### src/rtl/dir_ram_write_ctrl.sv
// Direction-RAM write sequencer for the Needleman-Wunsch matrix: border cells first, then row-major cell symbols.
// Optional feature macro CORNER_WRITE_EN: also writes a traceback stop marker (000) at cell (0,0) first.
module dir_ram_write_ctrl #(
    parameter int         N       = 128,
    parameter int         BitAddr = $clog2(N + 1),
    parameter int         ADDR_W  = $clog2((N + 1) * (N + 1)),
    parameter logic [2:0] UP      = 3'b010,
    parameter logic [2:0] LEFT    = 3'b100
) (
    input  logic              clk,
    input  logic              rst,
    input  logic              start,
    input  logic              sym_valid,
    input  logic [2:0]        sym,
    output logic              sym_ready,
    output logic [BitAddr:0]  i_idx,
    output logic [BitAddr:0]  j_idx,
    output logic              we,
    output logic [ADDR_W-1:0] addr,
    output logic [2:0]        wdata,
    output logic              busy,
    output logic              done
);

    typedef enum logic [2:0] {
        IDLE     = 3'd0,
        INIT_ROW = 3'd1,
        INIT_COL = 3'd2,
        FILL     = 3'd3,
        DONE     = 3'd4
    } state_t;

    localparam int                IW       = BitAddr + 1;
    localparam logic [IW-1:0]     K_LAST   = IW'(N);
    localparam logic [IW-1:0]     IDX_LAST = IW'(N - 1);
    localparam logic [IW-1:0]     IDX_ONE  = IW'(1);
    localparam logic [ADDR_W-1:0] STRIDE   = ADDR_W'(N + 1);
    localparam logic [ADDR_W-1:0] A_ONE    = ADDR_W'(1);
    localparam logic [ADDR_W-1:0] A_ZERO   = {ADDR_W{1'b0}};
    localparam logic [IW-1:0]     I_ZERO   = {IW{1'b0}};

    state_t             state_r;
    logic [IW-1:0]      k_r;
    logic [ADDR_W-1:0]  col_addr_s;
    logic [ADDR_W-1:0]  cell_addr_s;
    logic               hs_s;

    // Address arithmetic at full RAM width, plus the datapath handshake
    always_comb begin
        col_addr_s  = ADDR_W'(k_r) * STRIDE;
        cell_addr_s = (ADDR_W'(j_idx) + A_ONE) + STRIDE * (ADDR_W'(i_idx) + A_ONE);
        sym_ready   = (state_r == FILL);
        hs_s        = sym_valid & sym_ready;
    end

    // Sequencer: state, counters and the registered write port
    always_ff @(posedge clk or posedge rst) begin
        if (rst) begin
            state_r <= IDLE;
            k_r     <= I_ZERO;
            i_idx   <= I_ZERO;
            j_idx   <= I_ZERO;
            we      <= 1'b0;
            addr    <= A_ZERO;
            wdata   <= 3'b000;
            busy    <= 1'b0;
            done    <= 1'b0;
        end else begin
            we    <= 1'b0;
            addr  <= A_ZERO;
            wdata <= 3'b000;
            done  <= 1'b0;
            case (state_r)
                IDLE: begin
                    if (start) begin
                        we      <= 1'b1;
                        busy    <= 1'b1;
                        state_r <= INIT_ROW;
`ifdef CORNER_WRITE_EN
                        addr    <= A_ZERO;
                        wdata   <= 3'b000;
                        k_r     <= IDX_ONE;
`else
                        addr    <= A_ONE;
                        wdata   <= LEFT;
                        k_r     <= IW'(2);
`endif
                    end else begin
                        busy <= 1'b0;
                    end
                end
                INIT_ROW: begin
                    we    <= 1'b1;
                    addr  <= ADDR_W'(k_r);
                    wdata <= LEFT;
                    if (k_r == K_LAST) begin
                        state_r <= INIT_COL;
                        k_r     <= IDX_ONE;
                    end else begin
                        k_r <= k_r + IDX_ONE;
                    end
                end
                INIT_COL: begin
                    we    <= 1'b1;
                    addr  <= col_addr_s;
                    wdata <= UP;
                    if (k_r == K_LAST) begin
                        state_r <= FILL;
                        k_r     <= I_ZERO;
                        i_idx   <= I_ZERO;
                        j_idx   <= I_ZERO;
                    end else begin
                        k_r <= k_r + IDX_ONE;
                    end
                end
                FILL: begin
                    if (hs_s) begin
                        we    <= 1'b1;
                        addr  <= cell_addr_s;
                        wdata <= sym;
                        // The final cell keeps its indices so they still name it during DONE
                        if (j_idx == IDX_LAST) begin
                            if (i_idx == IDX_LAST) begin
                                state_r <= DONE;
                            end else begin
                                j_idx <= I_ZERO;
                                i_idx <= i_idx + IDX_ONE;
                            end
                        end else begin
                            j_idx <= j_idx + IDX_ONE;
                        end
                    end else begin
                        state_r <= FILL;
                    end
                end
                DONE: begin
                    done    <= 1'b1;
                    busy    <= 1'b0;
                    i_idx   <= I_ZERO;
                    j_idx   <= I_ZERO;
                    state_r <= IDLE;
                end
                default: begin
                    state_r <= IDLE;
                    busy    <= 1'b0;
                    k_r     <= I_ZERO;
                    i_idx   <= I_ZERO;
                    j_idx   <= I_ZERO;
                end
            endcase
        end
    end

endmodule

### config.mk
export PLATFORM = sky130hd
export DESIGN_NAME = dir_ram_write_ctrl
export DESIGN_NICKNAME = d
export VERILOG_FILES = /design/src/rtl/dir_ram_write_ctrl.sv
export SDC_FILE = /design/constraint.sdc
export NUM_CORES = 1
export LEC_CHECK = 0
export CORE_MARGIN = 4
export CORE_UTILIZATION = 47
export CTS_BUF_LIST = sky130_fd_sc_hd__clkbuf_4 sky130_fd_sc_hd__clkbuf_8
export DETAILED_ROUTE_END_ITERATION = 8
export PLACE_DENSITY_LB_ADDON = 0.2
export SLEW_MARGIN = 40
export SYNTH_ARGS = -nofsm -noshare
export SYNTH_HDL_FRONTEND = slang
export SYNTH_SLANG_ARGS = --single-unit
### constraint.sdc
create_clock -name clk -period 5.6 [get_ports clk]
set_input_delay 1.12 -clock clk [delete_from_list [all_inputs] [get_ports clk]]
set_output_delay 1.12 -clock clk [all_outputs]
set_load 0.02 [all_outputs]
* Yosys cells after proc, flatten, opt, wreduce, memory -nomap -nowiden
Index checks and enable logic that the tools add are counted.
** Word-level totals
- Flip-flop bits (word level) :: 51
- Bits in latches :: 0
- Bits in writable memories :: 0
- Memory bits (read-only) :: 0
- Bits of input ports :: 7
- Output and inout bits :: 40
- Word-level logic and storage cells :: 76
- Memories :: 0
** Cells by class
- $add $sub $neg :: 6
- Multipliers :: 2
- Divide/modulo/power cells :: 0
- Order comparisons :: 0
- Equality and inequality tests :: 16
- Shift operators :: 0
- Mux-type cells :: 31
- Bitwise logic cells :: 3
- Reduce and logical (&&, ||, !) cells :: 9
** Operators by type and width (number)
- $mux 9 :: 10
- $pmux 15 s4 :: 1
- $pmux 9 s3 :: 2
- $pmux 9 s4 :: 1
- $add 9x1->9 const B :: 3
- $mux 3 :: 8
- $pmux 3 s4 :: 2
- $add 9x1->10 const B :: 2
- $eq 9x7->1 const B :: 2
- $add 10x15->15 :: 1
- $mul 8x10->15 const A :: 1
- $mul 9x8->15 const B :: 1
- $mux 15 :: 1
- $reduce_and 5->1 :: 2
- $eq 9x8->1 const B :: 1
- $ne 2x2->1 const B :: 4
- $eq 3x2->1 const B :: 2
- $ne 3x2->1 const B :: 2
- $reduce_or 2->1 :: 3
- $mux 1 :: 4
- $ne 2x1->1 const B :: 2
- $reduce_and 4->1 :: 1
- $eq 3x1->1 const B :: 1
- $eq 3x3->1 const B :: 1
- 8 further kinds :: 9

* Depth between registers and ports, before layout
- Depth after elaboration :: 5
- Mapped depth :: 18
- Gate-level depth less buffers :: 18

* Worst setup path before layout
Ideal clock, no wire load.
- Kind :: reg-to-reg
- Start :: register i_idx[0]
- End :: register addr[11]
- Library setup time :: 0.121 ns
- Data arrival time :: 3.967 ns
- Data required time :: 5.479 ns
- Setup slack :: 1.512 ns
- Cell stages (with the launch flop) :: 16
- Path buffers :: 0
- Period minus slack after synthesis :: 4.088 ns
- Path through :: dfrtp_1 ha_1 nand4_1 nor2_1 nand2_1 xnor2_1 ha_1 ha_1 ha_1 fa_1 ha_1 a21oi_1 o21ai_1 a21o_1 a211o_1 a22o_1
** On the way
- Word-level cells in the longest chain between the ends :: 5
** Ends and longest elaborated chain
- start, declared :: line 16 : output logic [BitAddr:0] i_idx,
- start signal, assigned :: line 127 : i_idx <= i_idx + IDX_ONE;
- $add 9x1->10 :: line 51 : cell_addr_s = (ADDR_W'(j_idx) + A_ONE) + STRIDE * (ADDR_W'(i_idx) + A_ONE);
- $mul 8x10->15 :: line 51
- $add 10x15->15 :: line 51
- $mux 15 :: line 117 : if (hs_s) begin
- $pmux 15 s4 :: line 73 : case (state_r)
- end signal, assigned :: line 94 : addr <= ADDR_W'(k_r);
- end signal, assigned :: line 105 : addr <= col_addr_s;
- end signal, assigned :: line 119 : addr <= cell_addr_s;
- end, declared :: line 19 : output logic [ADDR_W-1:0] addr,
Every way passes these cells.
A chain may end at the register's enable or synchronous reset.

* Worst setup path in the final report
Same ends and word-level chain as after synthesis.

==> flow_summary_export.csv <==
group,metric,value,unit
status,status,"completed",
placement,placed_area,4111,um2
clock_network,ctsResizeCount,0,
timing,slew_viol_final,0,
floorplanning,core_area,7331,um2
critical_path,crit_chain,"ha_1 > nand4_1 > nor2_1 > nand2_1 > xnor2_1 > ha_1 > ha_1 > ha_1 > fa_1 > ha_1 > a21oi_1 > o21ai_1 > a21o_1 > a211o_1 > a22o_1",
critical_path,cp_max_fo,7,
clock_network,hold_buffers,0,
cells_and_area,drive_gt1_frac,0.04695,
synthesis,synthTopCellsByArea,"dfrtp_1, ha_1, nand2_1",
drt,drt-total-wl,8076,um
critical_path,cp_slowest_stage_delay,0.49,ns
hold_path,hp-class,"reg -> reg",
synthesis,synth_cells,383,
clock_network,post_cts_buffers,0,
timing,fin_skew,0.009752,ns
cells_and_area,nets,485,
run,cap_violations,0,
cells_and_area,synthToLayoutAreaGrowth,17.48,%
timing,setup_viol,0,
cells_and_area,multiInputGateArea,2173,um2
clock_network,clock-root-buffer,"clkbuf_8",
critical_path,crit_arrival,4.42,ns
synthesis,yosys.area.top_type,"dfrtp_1",
timing,worstMarginPinSlew,0.6284,ns
clock_network,clock_latency,0.31,ns
power_and_ir_drop,p_per_area,214.6,nW/um2
synthesis,synth_fp_nets,443,
grt,grt_usage,0.1892,
timing,tns,0,ns
synthesis,synth_most_common_cell,"dfrtp_1",
power_and_ir_drop,power.total,902.4,uW
clock_network,clock_sinks,51,
floorplanning,start_util,0.4881,
drt,drc,0,
synthesis,postSynth.asyncResetShare,1.000,
synthesis,ys_seq_area_frac,0.3566,
drt,first_pass_iters,4,
clock_network,h-tree-depth,2,
critical_path,crit_type,"reg -> reg",
drt,drt_iter0_drc,204,
critical_path,crit_path_frequent_cell,"ha_1",
cells_and_area,seq_area,1276,um2
synthesis,synth.top_cell.area_share,0.3566,
timing,fin_crit,4.215,ns
synthesis,ys_top_cells_by_count,"dfrtp_1, ha_1, nand2_1",
synthesis,ys.flop_type,"dfrtp_1",
power_and_ir_drop,power.leakage,2.048,nW
placement,hpwl,6195,um
floorplanning,die_w,95.26,um
synthesis,ys_types,50,
power_and_ir_drop,ir_drop,0.1146,mV
grt,grt_antenna_before_repair,0,
critical_path,critical_path.startpoint_type,"register",
cells_and_area,n_fill_cell,643,
floorplanning,dieHeight,95.26,um
timing,hold_viol,0,
timing,slew_headroom,0.5811,
synthesis,synth_seq_cells,51,
floorplanning,io_pins,47,
placement,portBuffers,46,
drt,vias_per_cell,5.634,
critical_path,cp-end-kind,"register",
synthesis,synth_area_per_cell,9.343,um2
clock_network,cts_tree,"done",
timing,rsz0062_at_grt,"no",
grt,grt_max_degree,52,
clock_network,clock_path_buffers,2,
grt,grt-ovfl-total,0,
timing,max_freq,0.2373,GHz
grt,grt_first_pass_wirelength,13370,um
timing,post-route-period-util,0.7526,
synthesis,synth_edf_count,0,
placement,finalWeightedCongestion,0.8556,
drt,antenna_left,0,
grt,grt_pass1_vias,2690,
drt,wl_per_cell,15.38,um
drt,vias,2958,
clock_network,cts_buffers,5,
cells_and_area,finish.instance_area,4204,um2
synthesis,syn_area,3578,um2
synthesis,yosys_warnings,0,
cells_and_area,num_antenna_cells,0,
critical_path,cp.required,5.81,ns
floorplanning,rows,31,
critical_path,cp_slowest_cell,"fa_1",
floorplanning,die-area,9074,um2
clock_network,clk_pin_slew,0.10,ns
==> worst max-delay path: cells and delay by family (launching register included) <==
kind	cells	cell delay [ns]
fa+ha+maj	6	2.02
flops	1	0.45
simple gates	3	0.40
xor+xnor	1	0.19
compound gates	5	1.05
==> final timing paths <==
check | start | endpoint | slack (ns) | cells past startpoint
hold / removal | busy | busy | 0.55 | 2
min in group asynchronous | rst | j_idx[1] | 1.24 | 2
setup / recovery | i_idx[0] | addr[11] | 1.39 | 15
max in group asynchronous | rst | i_idx[2] | 3.92 | 2
setup reg to reg | i_idx[0] | addr[11] | 1.39 | 15
hold reg to reg | busy | busy | 0.55 | 2
==> kinds of logic after synthesis <==
group                    share of synthesized area
AO/OA/AOI/OAI                               0.1787
XOR/XNOR                                   0.06364
adder cells (fa/ha/maj)                     0.1958
buffers and inverters                      0.03601
flip-flops                                  0.3566
AND/OR/NAND/NOR                             0.1692
==> layout by cell type, fill, tap and decap left out, drive strengths merged, types with 2 or more instances in the layout <==
| cell | instances |
|---|---|
| nand2b | 4 |
| and2 | 4 |
| nand2 | 46 |
| a21o | 5 |
| ha | 48 |
| o21a | 2 |
| o22ai | 3 |
| o31ai | 6 |
| a22o | 8 |
| a21oi | 16 |
| fa | 5 |
| nand4 | 5 |
| o21ai | 35 |
| nor4b | 2 |
| dfrtp | 51 |
| nor2b | 5 |
| a31oi | 4 |
| a22oi | 3 |
| or3 | 2 |
| nor3 | 5 |
| and3 | 10 |
| o41ai | 2 |
| xor2 | 11 |
| clkbuf | 6 |
| nor2 | 26 |
| o211ai | 2 |
| xnor2 | 15 |
| inv | 21 |
| a211oi | 6 |
| clkdlybuf4s50 | 46 |
| nand3 | 10 |
==> layer usage <==
layer	track usage	part of all wire
met5	0	0
met4	0.05529	0.011
met3	0.02684	0.034
met2	0.2945	0.48
met1	0.2732	0.48
==> power by group <==
group | switching (mW) | total, mW | internal, mW
combinational | 0.125 | 0.234 | 0.109
clock | 0.125 | 0.220 | 0.0948
sequential | 0.0467 | 0.449 | 0.402
==> state kept, by name, indices dropped and copies added (netlist names) <==
name	cells
done	1
state_r	3
j_idx	9
addr	15
we	1
wdata	3
i_idx	9
busy	1
k_r	9
==> metrics by stage <==
stage               hold slack [ns]  instances  utilization  worst slack (ns)
floorplan                    0.5537        383            -             1.512
global placement             0.5393        517       0.5605             1.508
detailed placement           0.5403        517       0.5608             1.416
CTS                          0.5610        525       0.5735             1.393
global route                 0.6101        525       0.5735             1.033
finish                       0.5527        525       0.5735             1.385
==> final cells by class <==
type	instances	area share
multi-input cells	301	0.5170
inverters	20	0.01845
clock buffers	6	0.01815
well taps	99	0.02946
repair buffers	46	0.1095
clock inverters	2	0.003869
flip-flops and latches	51	0.3036
No activity file was read; power rests on OpenSTA's default activity.
